<file path="src/rtl/decoder_pkg.sv">
// Shared types and constants for the registered one-hot channel decoder/scanner.
`timescale 1ns/1ps
package decoder_pkg;

  typedef enum logic [1:0] {
    IDLE   = 2'd0,
    DIRECT = 2'd1,
    SCAN   = 2'd2
  } state_t;

  localparam logic MODE_DIRECT = 1'b0;
  localparam logic MODE_SCAN   = 1'b1;

  function automatic state_t mode_to_state(input logic mode);
    return (mode == MODE_SCAN) ? SCAN : DIRECT;
  endfunction

endpackage

</file>
<file path="src/rtl/decoder_scan_onehot.sv">
// Combinational one-hot decoder: drives bit x of y when en is high, else all zero.
`timescale 1ns/1ps
module decoder_scan_onehot #(
  parameter int M = 3,
  parameter int N = 1 << M
) (
  input  logic         en,
  input  logic [M-1:0] x,
  output logic [N-1:0] y
);

  always_comb begin
    y = '0;
    if (en) y[x] = 1'b1;
  end

endmodule

</file>
<file path="src/rtl/decoder_scan.sv">
// Registered one-hot decoder with a DIRECT hold mode and a SCAN mode that rotates
// the selected channel every (dwell + 1) cycles behind a val/rdy request port.
`timescale 1ns/1ps
module decoder_scan
  import decoder_pkg::*;
#(
  parameter int M       = 3,
  parameter int N       = 1 << M,
  parameter int DWELL_W = 8
) (
  input  logic               clk,
  input  logic               reset,
  input  logic               enable,
  input  logic               mode,
  input  logic [DWELL_W-1:0] dwell,
  input  logic [M-1:0]       recv_msg,
  input  logic               recv_val,
  output logic               recv_rdy,
  output logic [N-1:0]       y,
  output logic               y_val,
  output logic [M-1:0]       sel_idx,
  output logic               wrap
);

  state_t             state, state_n;
  logic [DWELL_W-1:0] cnt, cnt_n;
  logic [DWELL_W-1:0] dwell_q, dwell_n;
  logic [M-1:0]       idx_n;
  logic               val_n;
  logic               wrap_n;
  logic [N-1:0]       y_n;
  logic               hs;

  assign recv_rdy = enable;
  assign hs       = recv_val && recv_rdy;

  // A handshake always restarts from the sampled request; otherwise only SCAN moves.
  always_comb begin
    state_n = state;
    cnt_n   = cnt;
    dwell_n = dwell_q;
    idx_n   = sel_idx;
    val_n   = y_val;
    wrap_n  = 1'b0;
    if (!enable) begin
      state_n = IDLE;
      cnt_n   = '0;
      val_n   = 1'b0;
    end else if (hs) begin
      state_n = mode_to_state(mode);
      cnt_n   = '0;
      dwell_n = dwell;
      idx_n   = recv_msg;
      val_n   = 1'b1;
    end else if (state == SCAN) begin
      if (cnt == dwell_q) begin
        cnt_n  = '0;
        idx_n  = sel_idx + M'(1);
        wrap_n = (sel_idx == M'(N - 1));
      end else begin
        cnt_n = cnt + DWELL_W'(1);
      end
    end
  end

  decoder_scan_onehot #(.M(M), .N(N)) u_onehot (
    .en (val_n),
    .x  (idx_n),
    .y  (y_n)
  );

  always_ff @(posedge clk or negedge reset) begin
    if (!reset) begin
      state   <= IDLE;
      cnt     <= '0;
      dwell_q <= '0;
      sel_idx <= '0;
      y       <= '0;
      y_val   <= 1'b0;
      wrap    <= 1'b0;
    end else begin
      state   <= state_n;
      cnt     <= cnt_n;
      dwell_q <= dwell_n;
      sel_idx <= idx_n;
      y       <= y_n;
      y_val   <= val_n;
      wrap    <= wrap_n;
    end
  end

  // Output invariants: y is zero or exactly the bit named by sel_idx.
  a_onehot: assert property (@(posedge clk) disable iff (!reset)
    y_val |-> (y == (N'(1) << sel_idx)));
  a_idle_zero: assert property (@(posedge clk) disable iff (!reset)
    !y_val |-> (y == '0));
  a_cnt_bound: assert property (@(posedge clk) disable iff (!reset)
    cnt <= dwell_q);
  a_wrap_scan: assert property (@(posedge clk) disable iff (!reset)
    wrap |-> (y_val && sel_idx == '0));

endmodule

</file>
<file path="config.mk">
export PLATFORM = sky130hd
export DESIGN_NAME = decoder_scan
export DESIGN_NICKNAME = d
export VERILOG_FILES = /design/src/rtl/decoder_pkg.sv /design/src/rtl/decoder_scan_onehot.sv /design/src/rtl/decoder_scan.sv
export SDC_FILE = /design/constraint.sdc
export NUM_CORES = 1
export LEC_CHECK = 0
export CAP_MARGIN = 20
export CORE_MARGIN = 10
export CORE_UTILIZATION = 35
export CTS_BUF_LIST = sky130_fd_sc_hd__clkbuf_8 sky130_fd_sc_hd__clkbuf_16
export DETAILED_ROUTE_END_ITERATION = 16
export PLACE_DENSITY = 0.63
export SLEW_MARGIN = 40
export SYNTH_ARGS = -nofsm -noshare
export SYNTH_HDL_FRONTEND = slang
export SYNTH_HIERARCHICAL = 1
export SYNTH_SLANG_ARGS = --single-unit
</file>
<file path="constraint.sdc">
create_clock -name clk -period 4.45 [get_ports clk]
set_input_delay 0.89 -clock clk [delete_from_list [all_inputs] [get_ports clk]]
set_output_delay 0.89 -clock clk [all_outputs]
set_load 0.01 [all_outputs]
</file>
==> flow_metrics.py <==
metrics = {
    "status": {
        "run_status": "finished clean",
    },
    "routing": {
        "antenna_left": 0,
        "via_count": 983,
        "dr.pass1.iters": 4,
        "totalWireLength_mm": 2.83,
        "drcViolationCount": 0,
        "post_drt_via_cell_ratio": 4.87,
        "wire_per_inst_um": 14.0,
        "detailedRoute.firstIterationViolations": 51,
    },
    "cells_and_area": {
        "diodes": 0,
        "layout_commonest_cell": "sky130_fd_sc_hd__dfrtp_1",
        "syn2layout_area_growth_pct": 29.1,
        "num-fill-cells": 378,
        "final-instance-count-excl-fill": 202,
        "layout.nets": 170,
        "commonest_cells_after_routing_fill_and_taps_aside": "sky130_fd_sc_hd__dfrtp_1, sky130_fd_sc_hd__clkdlybuf4s50_1, sky130_fd_sc_hd__nor2_1",
        "postLayoutCellArea_mm2": 0.00188,
        "final_layout_size_suffix_gt1_share_pct": 17.1,
    },
    "yosys": {
        "mappedNetlistNets": 139,
        "post_synth_and_or_nand_nor_area_fraction_pct": 19.1,
        "postSynthRegisterBits": 31,
        "post_synth_fa_ha_maj_area_fraction_pct": 2.57,
        "synth.distinct_cells": 33,
        "syn-cell-area_mm2": 0.00146,
        "synth.avg_cell_area_um2": 12.2,
        "synth_compound_gate_area_share_pct": 6.09,
        "dominantRegCellSynth": "sky130_fd_sc_hd__dfrtp_1",
        "largest_family_of_logic_cells_by_synthesized_area": "simple AND/OR/NAND/NOR gates",
        "synth_sequential_area_ratio_pct": 53.2,
        "asyncSetResetFlopFracSynth_pct": 100,
        "portion_of_netlist_area_occupied_by_mux_cells_pct": 7.55,
        "yosys.area_share.xor_xnor_pct": 9.01,
        "syn_inst": 120,
        "synth_warn": 6,
        "synth-edff-count": 0,
    },
    "sta": {
        "report.final.slew_viol_count": 0,
        "slew-limit-headroom_pct": 56.1,
        "setup_tns_ps": 0,
        "period_share_pct": 68.9,
        "hold_viol_final": 0,
        "worst_slack_ps": 1380,
        "setup_viol_count_final": 0,
        "rsz0062_at_grt": "false",
        "post-route-min-period_ps": 3070,
        "finalClockSkew_ps": 6.44,
        "worst-slew-pin-transition_ps": 657,
        "fmaxAchievable_ghz": 0.326,
    },
    "critical_path": {
        "critPathMaxStageDelay_ps": 680,
        "cp_num_buf_inv": 2,
        "critical_path_cell_count": 2,
        "worst-path-max-fanout": 10,
        "setup.worst_path.end_class": "output port",
        "critPathMostFrequentCell": "sky130_fd_sc_hd__clkdlybuf4s50_1",
        "critPathLaunchType": "input port",
        "data_arrival_time_of_the_critical_path_ps": 2180,
        "critPathTopFamily": "buffers and inverters",
        "cells_along_the_critical_path": "clkdlybuf4s50_1 -> clkdlybuf4s50_1",
        "cp_slowest_cell": "sky130_fd_sc_hd__clkdlybuf4s50_1",
        "critical_path_class": "in -> out",
        "worst_ep_required_time_ps": 3560,
        "worstRegToRegCells": 6,
    },
    "power_and_ir_drop": {
        "pwr_density_cell_mw_per_mm2": 347,
        "total_leakage_power_nw": 0.820,
        "vdd_drop_max_mv": 0.193,
    },
    "hold_path": {
        "hp-class": "reg -> reg",
        "timing.hold.worst_path_depth": 1,
    },
    "clock_tree": {
        "cts_tree": "done",
        "cts-htree-levels": 2,
        "cts_resized": 0,
        "clk_root_buffer_cell": "sky130_fd_sc_hd__clkbuf_8",
        "post_cts_hold_buffer_count": 0,
        "numCtsBuffers": 5,
        "clockBufferDepth": 2,
        "worst_skew_pair.late_latency_ps": 280,
        "clk_pin_slew_worst_paths_ps": 60,
        "cts_setup_buffers": 0,
        "cts.sink_count": 31,
    },
    "floorplan": {
        "floorplan.rows": 23,
        "die_width_um": 84.6,
        "die_h_um": 84.6,
        "effective_utilization_at_floorplan_pct": 36.2,
        "floorplan.die_area_mm2": 0.00715,
        "placeableCoreArea_mm2": 0.00403,
        "num_io_pins": 30,
    },
    "grt": {
        "gr-usage-all-layers_pct": 8.45,
        "overflow": 0,
        "grt_pass1_wl_mm": 4.93,
        "grt_pass1_vias": 1045,
        "initial_antenna_violation_count": 0,
        "grt_start_max_net_pins": 32,
    },
    "placement": {
        "gp_congestion": 0.824,
        "dp_slack_ps": 1410,
        "post_dp_cell_area_mm2": 0.00178,
        "hpwl_dp_mm": 2.16,
        "placement.io_buffers": 29,
        "placed_cells": 194,
    },
    "run": {
        "drv_cap": 0,
    },
}
Yosys cell counts (2+ instances only):
master / count / area share [%]
sky130_fd_sc_hd__o22ai_1: 3 / 1.3
sky130_fd_sc_hd__ha_1: 3 / 2.6
sky130_fd_sc_hd__buf_2: 2 / 0.69
sky130_fd_sc_hd__mux2i_1: 2 / 1.4
sky130_fd_sc_hd__o21ai_0: 2 / 0.69
sky130_fd_sc_hd__clkbuf_1: 2 / 0.51
sky130_fd_sc_hd__xnor2_1: 3 / 1.8
sky130_fd_sc_hd__and4bb_1: 2 / 1.7
sky130_fd_sc_hd__mux2_2: 8 / 6.2
sky130_fd_sc_hd__dfrtp_1: 31 / 53
sky130_fd_sc_hd__and4b_2: 2 / 1.5
sky130_fd_sc_hd__nor2_1: 15 / 3.9
sky130_fd_sc_hd__nor2b_1: 4 / 1.7
sky130_fd_sc_hd__and3_1: 2 / 0.86
sky130_fd_sc_hd__xor2_1: 12 / 7.2
sky130_fd_sc_hd__o31ai_1: 2 / 1.0
sky130_fd_sc_hd__nand4_1: 2 / 0.86
sky130_fd_sc_hd__nand2_1: 5 / 1.3
sky130_fd_sc_hd__o2111ai_1: 3 / 1.8
sky130_fd_sc_hd__nor4_2: 2 / 1.7
cell type report:
type                            count  area [µm²]  area share, %
Clock buffer                        7        96.3           5.12
Timing Repair Buffer               30         298           15.8
Tap cell                           50        62.6           3.32
Clock inverter                      1        3.75          0.199
Sequential cell                    31         776           41.2
Multi-Input combinational cell     83         647           34.4
where the power goes:
part / internal (W) / switching, W
Clock: 0.000139 / 0.0000955
Sequential: 0.000302 / 0.0000146
Combinational: 0.0000556 / 0.0000472
Total: 0.000496 / 0.000157
state kept, by name, summed over array words and instances, names as in the netlist:
name / count
state: 2
y: 8
y_val: 1
dwell_q: 8
cnt: 8
wrap: 1
sel_idx: 3
metal layers:
layer	wire length (µm)	track usage, %	vias to the layer above
met5	0	0	-
met4	42	3.14	0
met3	222	4.64	5
met2	1270	13.4	21
met1	1290	9.31	470
li1	-	-	487
metrics by stage:
stage,utilization (%),total power (W),hold slack [ps]
6_report,46.7,0.000654,530
5_1_grt,46.7,0.000691,555
4_1_cts,46.7,0.000663,528
3_5_place_dp,44.3,0.000427,515
3_3_place_gp,44.3,0.000424,510
2_1_floorplan,-,0.000378,500
worst paths after layout:
kind,slack (ps),from,to
max,1380,enable,recv_rdy
min reg2reg,530,dwell_q[3]$_DFFE_PN0P_,dwell_q[3]$_DFFE_PN0P_
min in group asynchronous,990,reset,cnt[1]$_DFFE_PN0P_
max reg2reg,2170,cnt[0]$_DFFE_PN0P_,y[4]$_DFF_PN0_
max in group asynchronous,3170,reset,y[3]$_DFF_PN0_
min,530,dwell_q[3]$_DFFE_PN0P_,dwell_q[3]$_DFFE_PN0P_
kinds of logic (layout without fill, tap and decap cells):
| kind of cell | after synthesis | count (layout) |
|---|---|---|
| adders and majority gates | 3 | 3 |
| muxes | 10 | 10 |
| buffers and inverters | 6 | 38 |
| DFF | 31 | 31 |
| xor gates and xnor gates | 15 | 15 |
| and+or+nand+nor | 42 | 42 |
| AOI/OAI and AO/OA | 13 | 13 |
No activity file was read; power rests on OpenSTA's default activity.
